==> src/rtl/lc4_div_sched.sv <==
// Shared multi-cycle unsigned DIV/MOD unit for the two LC4 pipes.
// Round-robin arbitration between pipes A and B feeds an iterative restoring divider.
module lc4_div_sched #(
  parameter int DATA_W   = 16,
  parameter int BITS_PER = 1
) (
  input  logic              clk,
  input  logic              rst_n,
  input  logic              i_flush,
  input  logic              i_valid_a,
  input  logic [DATA_W-1:0] i_dividend_a,
  input  logic [DATA_W-1:0] i_divisor_a,
  output logic              o_ready_a,
  input  logic              i_valid_b,
  input  logic [DATA_W-1:0] i_dividend_b,
  input  logic [DATA_W-1:0] i_divisor_b,
  output logic              o_ready_b,
  output logic              o_valid,
  input  logic              i_res_ready,
  output logic              o_id,
  output logic [DATA_W-1:0] o_quotient,
  output logic [DATA_W-1:0] o_remainder,
  output logic              o_busy
);

  localparam int CNT_W = $clog2(DATA_W + 1);

  typedef enum logic [1:0] {IDLE, BUSY, DONE} state_t;

  state_t            state, state_nxt;
  logic              prio;
  logic              grant;
  logic              can_accept;
  logic              accept;
  logic [DATA_W-1:0] sel_dvd, sel_dvs;
  logic [DATA_W-1:0] dvd_q, dvs_q, rem_q;
  logic [CNT_W-1:0]  count, count_nxt;
  logic              last_step;
  logic [DATA_W:0]   part;
  logic [DATA_W-1:0] dvd_step;

  // prio: 0 favours A, 1 favours B; it only matters when both pipes request
  always_comb begin
    grant      = (i_valid_a & i_valid_b) ? prio : i_valid_b;
    can_accept = rst_n & (state == IDLE) & ~i_flush;
    o_ready_a  = can_accept & i_valid_a & ~grant;
    o_ready_b  = can_accept & i_valid_b & grant;
    accept     = o_ready_a | o_ready_b;
    sel_dvd    = grant ? i_dividend_b : i_dividend_a;
    sel_dvs    = grant ? i_divisor_b  : i_divisor_a;
    o_valid    = (state == DONE);
    o_busy     = (state != IDLE);
  end

  // Quotient bits shift into the vacated low end of the dividend register
  always_comb begin
    part     = {1'b0, rem_q};
    dvd_step = dvd_q;
    for (int i = 0; i < BITS_PER; i++) begin
      part     = {part[DATA_W-1:0], dvd_step[DATA_W-1]};
      dvd_step = {dvd_step[DATA_W-2:0], 1'b0};
      if (part >= {1'b0, dvs_q}) begin
        part        = part - {1'b0, dvs_q};
        dvd_step[0] = 1'b1;
      end
    end
    count_nxt = count + CNT_W'(BITS_PER);
    last_step = (count_nxt == CNT_W'(DATA_W));
  end

  always_comb begin
    state_nxt = state;
    case (state)
      IDLE: if (accept) state_nxt = (sel_dvs == '0) ? DONE : BUSY;
      BUSY: begin
        if (i_flush)        state_nxt = IDLE;
        else if (last_step) state_nxt = DONE;
      end
      DONE: if (i_flush || i_res_ready) state_nxt = IDLE;
      default: state_nxt = IDLE;
    endcase
  end

  always_ff @(posedge clk or negedge rst_n) begin
    if (!rst_n) state <= IDLE;
    else        state <= state_nxt;
  end

  // Result registers change only at completion, so they hold through DONE and after
  always_ff @(posedge clk or negedge rst_n) begin
    if (!rst_n) begin
      prio        <= 1'b0;
      o_id        <= 1'b0;
      dvd_q       <= '0;
      dvs_q       <= '0;
      rem_q       <= '0;
      count       <= '0;
      o_quotient  <= '0;
      o_remainder <= '0;
    end else if (accept) begin
      prio  <= ~grant;
      o_id  <= grant;
      dvd_q <= sel_dvd;
      dvs_q <= sel_dvs;
      rem_q <= '0;
      count <= '0;
      if (sel_dvs == '0) begin
        o_quotient  <= '0;
        o_remainder <= '0;
      end
    end else if (state == BUSY && !i_flush) begin
      dvd_q <= dvd_step;
      rem_q <= part[DATA_W-1:0];
      count <= count_nxt;
      if (last_step) begin
        o_quotient  <= dvd_step;
        o_remainder <= part[DATA_W-1:0];
      end
    end
  end

endmodule

==> config.mk <==
export PLATFORM = sky130hd
export DESIGN_NAME = lc4_div_sched
export DESIGN_NICKNAME = d
export VERILOG_FILES = /design/src/rtl/lc4_div_sched.sv
export SDC_FILE = /design/constraint.sdc
export NUM_CORES = 1
export LEC_CHECK = 0
export ABC_AREA = 1
export ABC_CLOCK_PERIOD_IN_PS = 6600
export CAP_MARGIN = 20
export CORE_AREA = 8 8 109 111
export DETAILED_ROUTE_END_ITERATION = 8
export DIE_AREA = 0 0 117 119
export GPL_ROUTABILITY_DRIVEN = 0
export PLACE_DENSITY_LB_ADDON = 0.25
export SYNTH_ARGS = -nofsm -noshare
export SYNTH_HDL_FRONTEND = slang
export SYNTH_SLANG_ARGS = --single-unit
==> constraint.sdc <==
create_clock -name clk -period 6.6 [get_ports clk]
set_clock_uncertainty 0.1 [all_clocks]
set_input_delay 1.98 -clock clk [delete_from_list [all_inputs] [get_ports clk]]
set_output_delay 1.98 -clock clk [all_outputs]
set_load 0.02 [all_outputs]
# After elaboration in Yosys (flattened, before gate mapping)

Index checks and enable logic that the tools add are counted.

Register bits: 89
Latch bits: 0
Memory bits (writable): 0
Memory bits (read-only): 0
Bits of input ports: 70
Output and inout port bits: 37
Word-level logic and storage cells: 63
Memories: 0

Add/subtract/negate cells: 2
$mul: 0
Divide/modulo/power cells: 0
Magnitude comparators: 1
Equal/unequal tests: 7
Shift operators: 0
Muxes and demuxes: 24
Bitwise operators: 10
Reduce and logical (&&, ||, !) cells: 10

Operator list:

| cell                | count |
|---|---|
| $mux 16             | 14 |
| $ge 17x16->1        | 1 |
| $logic_not 16->1    | 1 |
| $sub 16x16->16      | 1 |
| $mux 2              | 5 |
| $mux 5              | 2 |
| $and 1x1->1         | 7 |
| $pmux 2 s3          | 1 |
| $reduce_and 3->1    | 2 |
| $reduce_bool 2->1   | 3 |
| $add 5x1->5 const B | 1 |
| $eq 5x5->1 const B  | 1 |
| $ne 2x1->1 const B  | 2 |
| $ne 3x3->1 const B  | 1 |
| $eq 2x1->1 const B  | 1 |
| $eq 2x2->1 const B  | 1 |
| $logic_not 2->1     | 1 |
| $mux 1              | 2 |
| $ne 2x2->1 const B  | 1 |
| $not 1->1           | 2 |
| $logic_and 1x1->1   | 1 |
| $logic_not 1->1     | 1 |
| $logic_or 1x1->1    | 1 |
| $or 1x1->1          | 1 |

# Logic depth before layout (Yosys ltp)

Gate-level depths: netlist (run 1).

Depth after elaboration: 8
Mapped depth: 15
Depth with buffers taken out: 14

# Least setup slack after synthesis (run 1)

Ideal clock, no wire load.

Kind: input-to-output
Start: input i_flush
End: output o_ready_a
Data arrival time: 2.836 ns
Data required time: 4.520 ns
Slack: 1.684 ns
Stages on the path: 6
Buffers on the path: 1
Cell sequence: inv_1 -> nand2_1 -> nor2_1 -> nand2_1 -> nor2_1 -> buf_2

Cells in the longest elaborated chain, start to end: 4

RTL lines:

| what                     | line | RTL |
|---|---|---|
| from (decl)              | 9    | `input logic i_flush,` |
| $not 1->1                | 45   | `can_accept = rst_n & (state == IDLE) & ~i_flush;` |
| $and 1x1->1              | 45   |  |
| $and 1x1->1 (2 in a row) | 46   | `o_ready_a = can_accept & i_valid_a & ~grant;` |
| to (decl)                | 13   | `output logic o_ready_a,` |

No other way between the ends.

# Worst setup path after layout (run 1)

Start: input i_valid_a
End: output o_ready_b

Cells in the longest elaborated chain, start to end: 3

RTL lines:

| what        | line | RTL |
|---|---|---|
| from (decl) | 10   | `input logic i_valid_a,` |
| $and 1x1->1 | 44   | `grant = (i_valid_a & i_valid_b) ? prio : i_valid_b;` |
| $mux 1      | 44   |  |
| $and 1x1->1 | 47   | `o_ready_b = can_accept & i_valid_b & grant;` |
| to (decl)   | 17   | `output logic o_ready_b,` |

No other way between the ends.

==> results by stage, run 1 <==
Worst setup path:
- In this design, the stage delay of the slowest critical-path cell is 0.70 ns.
- The worst setup path is of the primary input to primary output kind.
- The capturing element type of the critical path is a primary output.
- The most frequent cell on the critical path is clkdlybuf4s50_1.
- STA classifies the critical path startpoint as a primary input.
- Along the worst path, the maximum fanout reaches 17.
- At the worst endpoint, the required time is 4.52 ns.
- The slowest cell on the critical path is clkdlybuf4s50_1.
- STA puts the critical path data arrival time at 3.91 ns.
- Traced cell by cell, the critical path runs through clkdlybuf4s50_1, a21boi_4, nand2_1, clkinv_1, clkdlybuf4s50_1.

Yosys:
- By instance count, the leading cell after synthesis is nand2_1.
- Counting flops with an async set or reset pin after synthesis yields a share of 1.00.
- Sorting the synthesized cells by area gives the leading types as dfrtp_1 41%, nand2_1 22%, nand3_1 8.4%.
- The share of the synthesized area in the top cell type is 0.409.
- The netlist uses 34 different library cells.
- The most area-hungry cell type in the Yosys netlist is dfrtp_1.
- In this run the mean area of a mapped cell was 7.00 um2.
- The cell count after synthesis came out at 778.
- The number of enable flip-flop cells after synthesis is 0.
- The most instantiated flip-flop cell in the synthesis netlist is dfrtp_1.
- Counting instances in the post-synthesis netlist gives the leading cell types as 319 x nand2_1, 91 x nand3_1, 89 x dfrtp_1, 85 x inv_1, 47 x nor2_1.
- The combined area of all synthesized cells is 5450 um2.
- Of the synthesized area, sequential elements account for 0.409.
- The Yosys step of the flow raised 0 warnings.
- The flip-flop and latch count after synthesis is 89.
- The synthesized netlist net count is 866.

Route:
- The post-detailed-route DRC marker count is 0.
- The final layout contains routed wiring with a total length of 14800 um.
- Before antenna repair, the detailed router went through 5 iterations.
- The via-per-instance ratio is roughly 5.3.
- The routed length per placed instance is 14.6 um.
- The initial detailed-routing violation count is between 400 and 500.
- For this block, the via count after detailed routing is 5342.
- The count of nets left with antenna violations once routing finished came out at 0.

Die:
- The cell row count is 37.
- The die span in x is 117 um.
- roughly 110 I/O pins were placed.
- The die is 119 um tall.
- The total die area is 13900 um2.
- The starting density of the core is 0.540.
- The area of the core region is 10100 um2.

Flow run:
- The total of max-cap violations is 0.

Clock network:
- Once the clock tree was built, the resizer swapped 0 gates to a different size.
- The cts-stage hold buffer count is 0.
- For this design, the sink count on the clock tree is 89.
- For the worst-skew pair, the clock arrives at the later sink with an insertion delay of 0.37 ns.
- The clock-pin slew on the worst setup and hold paths is 0.09 ns.
- In this run the number of H-tree levels came out at 3.
- The tree is rooted in a clkbuf_8.
- The post-CTS setup buffer count is 0.
- The clock passes through at most 2 buffers.
- The TritonCTS buffer count is 9.
- The TritonCTS clock tree is done.

Placed design:
- The HPWL reported at the end of detailed placement is 11400 um.
- Input and output buffers added on the ports amount to ~110.

Finish:
- Fill cells in the final layout number 940.
- The count of nets after finishing is 960.
- At the end of the flow the core is filled with cells to 0.667.
- The antenna diode count is 0.
- The synthesis-to-layout area growth is 23.6%.
- The fraction of final layout cells sized beyond drive strength 1 is 0.0468.

STA:
- The transition at the pin with the smallest max-transition slack is just under 1 ns.
- Setup repair after global routing left no endpoint under its margin.
- Headroom to the max-slew limit came out at 0.346.
- The setup-violating endpoint count in the final report is 0.
- In the finished design, the share of the clock period the worst path needs comes to 0.908.
- Derived from the worst setup path, the maximum achievable clock frequency is approximately 0.17 GHz.
- The shortest period the worst path allows is 5.99 ns.
- The number of max-slew violations in the final report came to 0.
- Adding up every negative setup slack in the final design gives 0 ns.
- The number of failing hold endpoints at the final stage came to 0.

Power and ir drop:
- The design draws 0.00244 W.
- The static leakage is about 3.5 nW.
- The internal power of the cells is 0.00130 W.
- Of the total power, the share spent switching nets is 0.467.
- The power per unit of standard cell area is 363 nW/um2.
- The switching power is 0.00114 W.
- The share of total power dissipated in sequential elements is 0.318.
- Of the total power, combinational logic draws 0.536.
- The power share of the clock group is 0.145.
- The maximum resistive drop on vdd is approximately 0.16 mV.

Global routing:
- The residual overflow from global routing is 0.
- The via count of the first global-routing pass is 5372.
- The wire length of the first global-routing pass is 25000 um.
- The total global routing track utilization is 0.223.
- The number of antenna violations at the first check in global routing is 0.
- The maximum number of pins on one net before global-route repair is 48.

Min path:
- The class of the most critical hold timing path is flop to flop.

Outcome:
- The run finished with clean final reports.
==> cells in the final DEF (no fill, tap or decap), drive strengths merged <==
cell / Yosys / routed
clkbuf: 8 / 10
o211ai: 1 / 1
ha: 17 / 17
o21ai: 19 / 19
a41oi: 14 / 14
inv: 88 / 91
clkinvlp: 0 / 3
clkinv: 2 / 2
o221a: 1 / 1
a31oi: 1 / 1
nand4: 14 / 14
and2: 2 / 2
buf: 23 / 9
nor3: 4 / 4
nand3b: 3 / 3
a21boi: 1 / 1
a211oi: 1 / 1
xnor2: 7 / 7
nand3: 92 / 92
a21oi: 10 / 10
fa: 1 / 1
a22o: 1 / 1
clkdlybuf4s50: 0 / 105
or2: 4 / 4
dfrtp: 89 / 89
nor2: 51 / 51
nand2: 322 / 322
xor2: 2 / 2
==> metrics by stage <==
stage / area [um2] / hold slack [ns] / setup WS, ns / instances
4_1_cts: 6740 / 0.395 / 0.614 / 1013
5_1_grt: 6740 / 0.420 / 0.517 / 1013
3_5_place_dp: 6560 / 0.368 / 0.625 / 997
6_report: 6740 / 0.388 / 0.609 / 1013
2_1_floorplan: 5450 / 0.363 / 1.68 / 778
3_3_place_gp: 6560 / 0.372 / 0.701 / 997
==> metal layers <==
layer / up-vias / part of all wire / global-route usage
met3: 37 / 0.050 / 0.0465
met2: 161 / 0.48 / 0.363
met5: - / 0 / 0
met4: 0 / 0.034 / 0.0961
met1: 2493 / 0.43 / 0.278
li1: 2651 / - / -
==> power groups by stage <==
stage          registers (W)  logic (W)  clock network [W]
4_1_cts             0.000778    0.00130           0.000365
2_1_floorplan       0.000753    0.00101                  0
3_3_place_gp        0.000784    0.00126                  0
6_report            0.000779    0.00131           0.000355
5_1_grt             0.000796    0.00149           0.000386
3_5_place_dp        0.000789    0.00129                  0
==> cell families after synthesis <==
kind of cell / count (synthesis) / synth area share
AO/OA/AOI/OAI: 49 / 0.0602
flip-flops: 89 / 0.409
adder cells (fa/ha/maj): 18 / 0.0427
AND/OR/NAND/NOR: 492 / 0.379
XOR/XNOR: 9 / 0.0145
buffers and inverters: 121 / 0.0951
==> area by class of cell <==
| class | count | area, um2 | area share |
|---|---|---|---|
| sequential | 89 | 2230 | 0.331 |
| inverter | 90 | 338 | 0.0502 |
| clock buffer | 10 | 128 | 0.0189 |
| clock inverter | 6 | 51.3 | 0.00762 |
| timing repair buffer | 114 | 1120 | 0.166 |
| multi-input combinational | 568 | 2700 | 0.401 |
| tap | 136 | 170 | 0.0253 |
==> worst max-delay path, delay by kind of cell <==
kind	cells	cell delay, ns
simple gates	1	0.12
compound gates	1	0.11
buf+inv	3	1.70
==> path summary, 6_finish.rpt <==
check	from	end	slack [ns]	depth (start not counted)
min reg2reg	o_id$_DFFE_PN0N_	o_id$_DFFE_PN0N_	0.39	2
min	o_id$_DFFE_PN0N_	o_id$_DFFE_PN0N_	0.39	2
min in group asynchronous	rst_n	dvs_q[2]$_DFFE_PN0N_	1.65	2
max reg2reg	count[0]$_DFFE_PN0P_	o_remainder[10]$_DFFE_PN0P_	3.46	11
max in group asynchronous	rst_n	rem_q[3]$_DFFE_PN0P_	3.74	3
max	i_valid_a	o_ready_b	0.61	5
==> registers in the layout, indices dropped and copies added (netlist names) <==
name         count
o_quotient      16
state            2
rem_q           16
o_id             1
count            5
o_remainder     16
prio             1
dvs_q           16
dvd_q           16
Note: power is estimated with default switching activity, not from simulation.
==> run 2, diff against run 1 <==
--- a/config.mk
+++ b/config.mk
@@ -7,12 +7,12 @@
 export LEC_CHECK = 0
 export ABC_AREA = 1
 export ABC_CLOCK_PERIOD_IN_PS = 6600
-export CAP_MARGIN = 20
+export CAP_MARGIN = 10
 export CORE_AREA = 8 8 109 111
 export DETAILED_ROUTE_END_ITERATION = 8
 export DIE_AREA = 0 0 117 119
 export GPL_ROUTABILITY_DRIVEN = 0
-export PLACE_DENSITY_LB_ADDON = 0.25
+export PLACE_DENSITY = 0.89
 export SYNTH_ARGS = -nofsm -noshare
 export SYNTH_HDL_FRONTEND = slang
 export SYNTH_SLANG_ARGS = --single-unit
==> results by stage, run 2 (synthesized netlist as in run 1, its figures left out) <==
Route:
- The via-per-instance ratio is between 5 and 6.
- For this block, the via count after detailed routing is 5328.
- After detailed routing, the total wire length is 14900 um.
- The post-detailed-route count of antenna-violating nets is 0.
- For this run, design rule violations remaining after detail routing come to 0.
- In the final routed layout, each cell accounts on average for 14.8 um.
- The initial detailed-routing violation count is 370.
- For this run, the detailed router's first-pass iteration total came to 5.

Global routing:
- The maximum number of pins on one net before global-route repair is 69.
- The via count of the first global-routing pass is approximately 5.3k.
- The number of antenna violations at the first check in global routing came to 0.
- The wire length of the first global-routing pass is 25100 um.
- The residual overflow from global routing is 0.
- The total global routing track utilization is 0.224.

Finish:
- After the flow finishes, the layout carries non-filler instances totaling 1013.
- Compared with the post-synthesis result, the final layout area differs by 23.9%.
- The layout has 870 filler cells.
- The final cell utilization of the core is 0.669.
- The library cell used most frequently in the layout, excluding fill and tap cells, is nand2_1.
- 0 antenna diodes ended up in the layout.
- In the final layout, the share of cells above drive strength 1 is 0.0479.
- In the layout the commonest cells are 319 x nand2_1, 105 x clkdlybuf4s50_1, 91 x nand3_1.
- The count of nets after finishing is 960.

Worst setup path:
- For the worst setup path, the data required time is 4.52 ns.
- Traced cell by cell, the critical path runs through clkdlybuf4s50_1, a21boi_4, nand2_1, clkinv_1, clkdlybuf4s50_1.
- The startpoint type of the worst setup path is a primary input.
- Broken down by cell family, the worst path's largest delay share belongs to buffers and inverters.
- The worst setup slack for register-to-register paths is approximately 3.5 ns.
- In this run the worst path has a maximum fanout of 17.
- The category of the most critical setup path is primary input to primary output.
- The highest cell delay on the worst timing path is 0.69 ns.
- Among the stages of the critical path, the cell type that occurs most often is clkdlybuf4s50_1.
- The slowest cell on the critical path is clkdlybuf4s50_1.
- STA puts the critical path data arrival time at 3.88 ns.
- The capturing element type of the critical path is a primary output.
- The number of buffers and inverters on the critical path is 3.

STA:
- Dividing the final minimum period by the clock period gives 0.903.
- Based on the critical path, the design can be clocked at up to 0.168 GHz.
- Setup repair after global routing left no endpoint under its margin.
- The normalized max-slew margin is 0.325.
- The number of max-slew violations in the final report is 0.
- The accumulated negative setup slack is 0 ns.
- On the final layout, the worst hold slack is just over 0.4 ns.
- The clock period could shrink to approximately 6.0 ns.
- At the pin with the least slew margin, the transition time is 1.01 ns.
- Across all setup checks in the final design, the least slack found is around 0.64 ns.
- Setup violations remaining at the end of the flow were counted as 0.
- The number of failing hold endpoints at the final stage is 0.

Power and ir drop:
- For this design the static power due to leakage is 3.49 nW.
- In this run the power density over the cells is 367 nW/um2.
- The maximum resistive drop on vdd is 0.156 mV.

Clock network:
- The worst-case clock buffer depth is 2.
- The clock-pin slew on the worst setup and hold paths is 0.09 ns.
- The library cell used as clock root buffer is clkbuf_8.
- The post-CTS setup buffer count is 0.
- The clock insertion delay at the later pin of the skew report is approximately 0.37 ns.
- The quantity of gates resized following cts is 0.
- The number of clock buffers added by TritonCTS is 9.
- TritonCTS built the clock tree.
- The H-tree level count is 3.
- In this run, post-CTS hold repair placed 0 buffers.
- The number of sinks on the clock net is 89.

Placed design:
- Timing analysis after detailed placement gives a worst setup slack of 0.652 ns.
- After detailed placement, the design holds a cell count of ~1000.
- The count of buffers added on input and output ports is 106.
- The HPWL reported at the end of detailed placement is 11300 um.

Die:
- The floorplan has 37 rows.
- The core region is 10100 um2.
- In this run the vertical extent of the chip is 119 um.
- The initial utilization of the core area, before any placement, comes to 0.540.
- The total die area is roughly 14000 um2.
- The die span in x is 117 um.
- Pin placement for this block handled 107 I/O pins.

Min path:
- The class of the most critical hold timing path is flop to flop.

Flow run:
- Max-cap violations in this run came to 0.

Outcome:
- The run finished with clean final reports.
==> run 2: cell types whose count changed in the layout (fill, tap and decap cells not counted) <==
cell,before,now
inv_6,2,3
clkbuf_1,1,0
clkinvlp_4,3,2
clkinv_8,0,1
==> run 2: area by class of cell <==
class                   count  area, um2  area share
multi-input cells         568       2700       0.400
clock buffers               9        124      0.0184
well taps                 136        170      0.0252
flip-flops and latches     89       2230       0.330
repair buffers            114       1120       0.166
inverters                  90        338      0.0501
clock inverters             7       68.8      0.0102
==> run 2: per-stage QoR <==
stage / area, um2 / total power, W
after floorplan: 5450 / 0.00177
after global placement: 6560 / 0.00205
after detailed placement: 6560 / 0.00209
after CTS: 6750 / 0.00246
after global routing: 6750 / 0.00270
final: 6750 / 0.00248
==> run 2: final timing paths <==
kind / depth (start not counted) / to / startpoint
worst max-delay path: 5 / o_ready_b / i_valid_a
worst min-delay path: 2 / o_id$_DFFE_PN0N_ / o_id$_DFFE_PN0N_
worst max register to register: 11 / o_remainder[9]$_DFFE_PN0P_ / count[0]$_DFFE_PN0P_
worst min register to register: 2 / o_id$_DFFE_PN0N_ / o_id$_DFFE_PN0N_
max in group asynchronous: 3 / rem_q[15]$_DFFE_PN0P_ / rst_n
min in group asynchronous: 2 / dvd_q[8]$_DFFE_PN0P_ / rst_n
==> run 2: power breakdown <==
group	total [W]	internal [W]	switching (W)
clock	0.000368	0.000147	0.000222
sequential	0.000785	0.000676	0.000109
combinational	0.00132	0.000484	0.000840
total	0.00248	0.00131	0.00117
==> run 2: per-layer routing <==
layer | part of all wire | GRT usage | vias up
li1 | - | - | 2656
met1 | 0.42 | 0.282 | 2446
met2 | 0.49 | 0.369 | 191
met3 | 0.059 | 0.0394 | 35
met4 | 0.032 | 0.0921 | 0
met5 | 0 | 0 | -
==> run 2: worst reg2reg max path: cells and delay by family (launching register included) <==
kind	cells	cell delay (ns)
buffers and inverters	2	1.22
xor gates and xnor gates	1	0.13
DFF	1	0.42
and+or+nand+nor	7	0.86
adders and majority gates	1	0.23
==> run 3, diff against run 2 <==
--- a/config.mk
+++ b/config.mk
@@ -7,12 +7,12 @@
 export LEC_CHECK = 0
 export ABC_AREA = 1
 export ABC_CLOCK_PERIOD_IN_PS = 6600
-export CAP_MARGIN = 10
-export CORE_AREA = 8 8 109 111
+export CAP_MARGIN = 20
+export CORE_AREA = 8 8 121 101
 export DETAILED_ROUTE_END_ITERATION = 8
-export DIE_AREA = 0 0 117 119
+export DIE_AREA = 0 0 129 109
 export GPL_ROUTABILITY_DRIVEN = 0
-export PLACE_DENSITY = 0.89
+export PLACE_DENSITY = 0.88
 export SYNTH_ARGS = -nofsm -noshare
 export SYNTH_HDL_FRONTEND = slang
 export SYNTH_SLANG_ARGS = --single-unit
==> results by stage, run 3 (synthesized netlist as in run 1, its figures left out) <==
Global routing:
- The via count of the first global-routing pass is 5116.
- Entering global routing, the biggest net connects 64 pins.
- The residual overflow from global routing is 0.
- The total global routing track utilization is 0.217.
- The number of antenna violations at the first check in global routing is 0.
- The first global-routing pass estimated 24400 um of wire.

Finish:
- Relative to the synthesized area, the layout overhead comes to 26.4%.
- In the layout the commonest cells are 319 x nand2_1, 105 x clkdlybuf4s50_1, 91 x nand3_1.
- At the end of the flow, the number of nets in the layout was 960.
- Once layout is complete, the cells apart from fillers number 1021.
- The library cell used most frequently in the layout, excluding fill and tap cells, is nand2_1.
- Of the cells placed in the final design, the portion with a size suffix greater than 1 is 0.0468.
- The antenna diode count is 0.

Power and ir drop:
- The maximum resistive drop on vdd is 0.169 mV.
- In this run the power density over the cells is approximately 390 nW/um2.
- In this run the static leakage power is 3.55 nW.

STA:
- Setup repair after global routing left no endpoint under its margin.
- Summed over all failing endpoints, the final setup total negative slack is 0 ns.
- The shortest period the worst path allows is ~6 ns.
- The number of max-slew violations in the final report is 0.
- The number of failing hold endpoints at the final stage is 0.
- Setup violations remaining at the end of the flow were counted as 0.
- Timing would allow up to 0.167 GHz.
- Of the available clock period, the critical path in the final layout requires 0.906.
- Headroom to the max-slew limit came out at 0.312.
- The transition at the pin with the smallest max-transition slack is a little over 1 ns.

Clock network:
- The post-CTS setup buffer count is 0.
- Counting every sink on the clock net gives roughly 90.
- Once the clock tree was built, the resizer swapped 0 gates to a different size.
- The worst-case clock buffer depth is 2.
- The clock insertion delay at the later pin of the skew report is 0.34 ns.
- In this run, post-CTS hold repair placed 0 buffers.
- The tree is rooted in a clkbuf_16.
- The TritonCTS clock tree is done.
- The H-tree level count is 3.
- Counting the buffers created by CTS gives 9.
- The clock-pin slew on the worst setup and hold paths is 0.06 ns.

Die:
- The die span in x is about 130 um.
- After floorplanning, the core was divided into 34 placement rows.
- The total die area is 14100 um2.
- between 100 and 150 I/O pins were placed.
- The area of the core region is ~10000 um2.
- The starting density of the core is 0.523.
- The vertical die dimension is 109 um.

Placed design:
- The cell count after placement is 1005.
- Once detailed placement completed, the half-perimeter wirelength came to 11300 um.
- The number of port buffers is 106.

Worst setup path:
- At the worst endpoint, the required time is 4.52 ns.
- The logic depth of the worst register-to-register path is 12.
- Data arrives at the worst endpoint at 3.90 ns.
- STA classifies the critical path startpoint as a primary input.
- The setup check on the worst reg-to-reg path leaves a slack of 3.79 ns.
- The critical-path maximum fanout is 17.
- The critical path is of the primary input to primary output type.
- The worst reg2reg path endpoint is o_remainder[4]$_DFFE_PN0P_.
- The worst register-to-register path begins at rem_q[11]$_DFFE_PN0P_.
- The capturing element type of the critical path is a primary output.

Outcome:
- The run finished with clean final reports.

Route:
- The first routing iteration left 497 violations.
- After detailed routing, the number of remaining DRC violations is 0.
- The post-detailed-routing wire length is 15300 um.
- Using the TritonRoute via totals, the vias-per-cell ratio works out to 5.28.
- In the final routed layout, each cell accounts on average for 15.0 um.
- The post-detailed-route count of antenna-violating nets is 0.
- The total via count after detailed routing is 5392.
- The first detailed-routing pass took 5 iterations.

Min path:
- The cell depth of the worst hold path is 2.
- The path with the worst hold slack has its endpoint at o_id$_DFFE_PN0N_.
- The startpoint of the most critical hold path is o_id$_DFFE_PN0N_.
- In this run the worst hold path is classified as flop to flop.

Flow run:
- The total of max-cap violations is 0.
## run 3: per-layer routing
layer	share of wire	vias to the layer above	global-route usage
met5	0	-	0
met3	0.093	31	0.0626
li1	-	2654	-
met1	0.43	2479	0.287
met2	0.45	228	0.338
met4	0.023	0	0.0745
## run 3: area by class of cell
class | count | area (um2)
Clock inverter | 6 | 91.3
Clock buffer | 10 | 229
Fill cell | 857 | 3540
Multi-Input combinational cell | 568 | 2700
Inverter | 90 | 338
Sequential cell | 89 | 2230
Tap cell | 144 | 180
Timing Repair Buffer | 114 | 1120
## run 3: stage by stage
step,worst slack (ns),instance area (um2),total power (W),hold WS (ns),utilization
after floorplan,1.68,5450,0.00177,0.363,-
after global placement,0.681,6570,0.00204,0.380,0.630
after detailed placement,0.635,6570,0.00208,0.376,0.630
after CTS,0.638,6890,0.00265,0.400,0.661
after global routing,0.522,6890,0.00288,0.430,0.661
final,0.618,6890,0.00267,0.396,0.661
## run 3: how the worst max path moves through the flow
stage	from	to	slack [ns]	depth (start not counted)
6_report	i_valid_a	o_ready_b	0.62	5
5_1_grt	i_valid_a	o_ready_b	0.52	5
4_1_cts	i_valid_a	o_ready_b	0.64	5
3_5_place_dp	i_valid_a	o_ready_b	0.63	5
3_3_place_gp	i_valid_a	o_ready_b	0.68	5
2_1_floorplan	i_flush	o_ready_a	1.68	6
## run 3: worst max-delay path, cell delays in order
cell and delay (ns):
clkdlybuf4s50_1 0.58, a21boi_4 0.11, nand2_1 0.11, clkinv_1 0.42, clkdlybuf4s50_1 0.70
## run 3: power by group
group	internal, W	total [W]	switching, W
sequential	0.000677	0.000791	0.000114
clock	0.000333	0.000552	0.000219
combinational	0.000484	0.00133	0.000844
total	0.00149	0.00267	0.00118
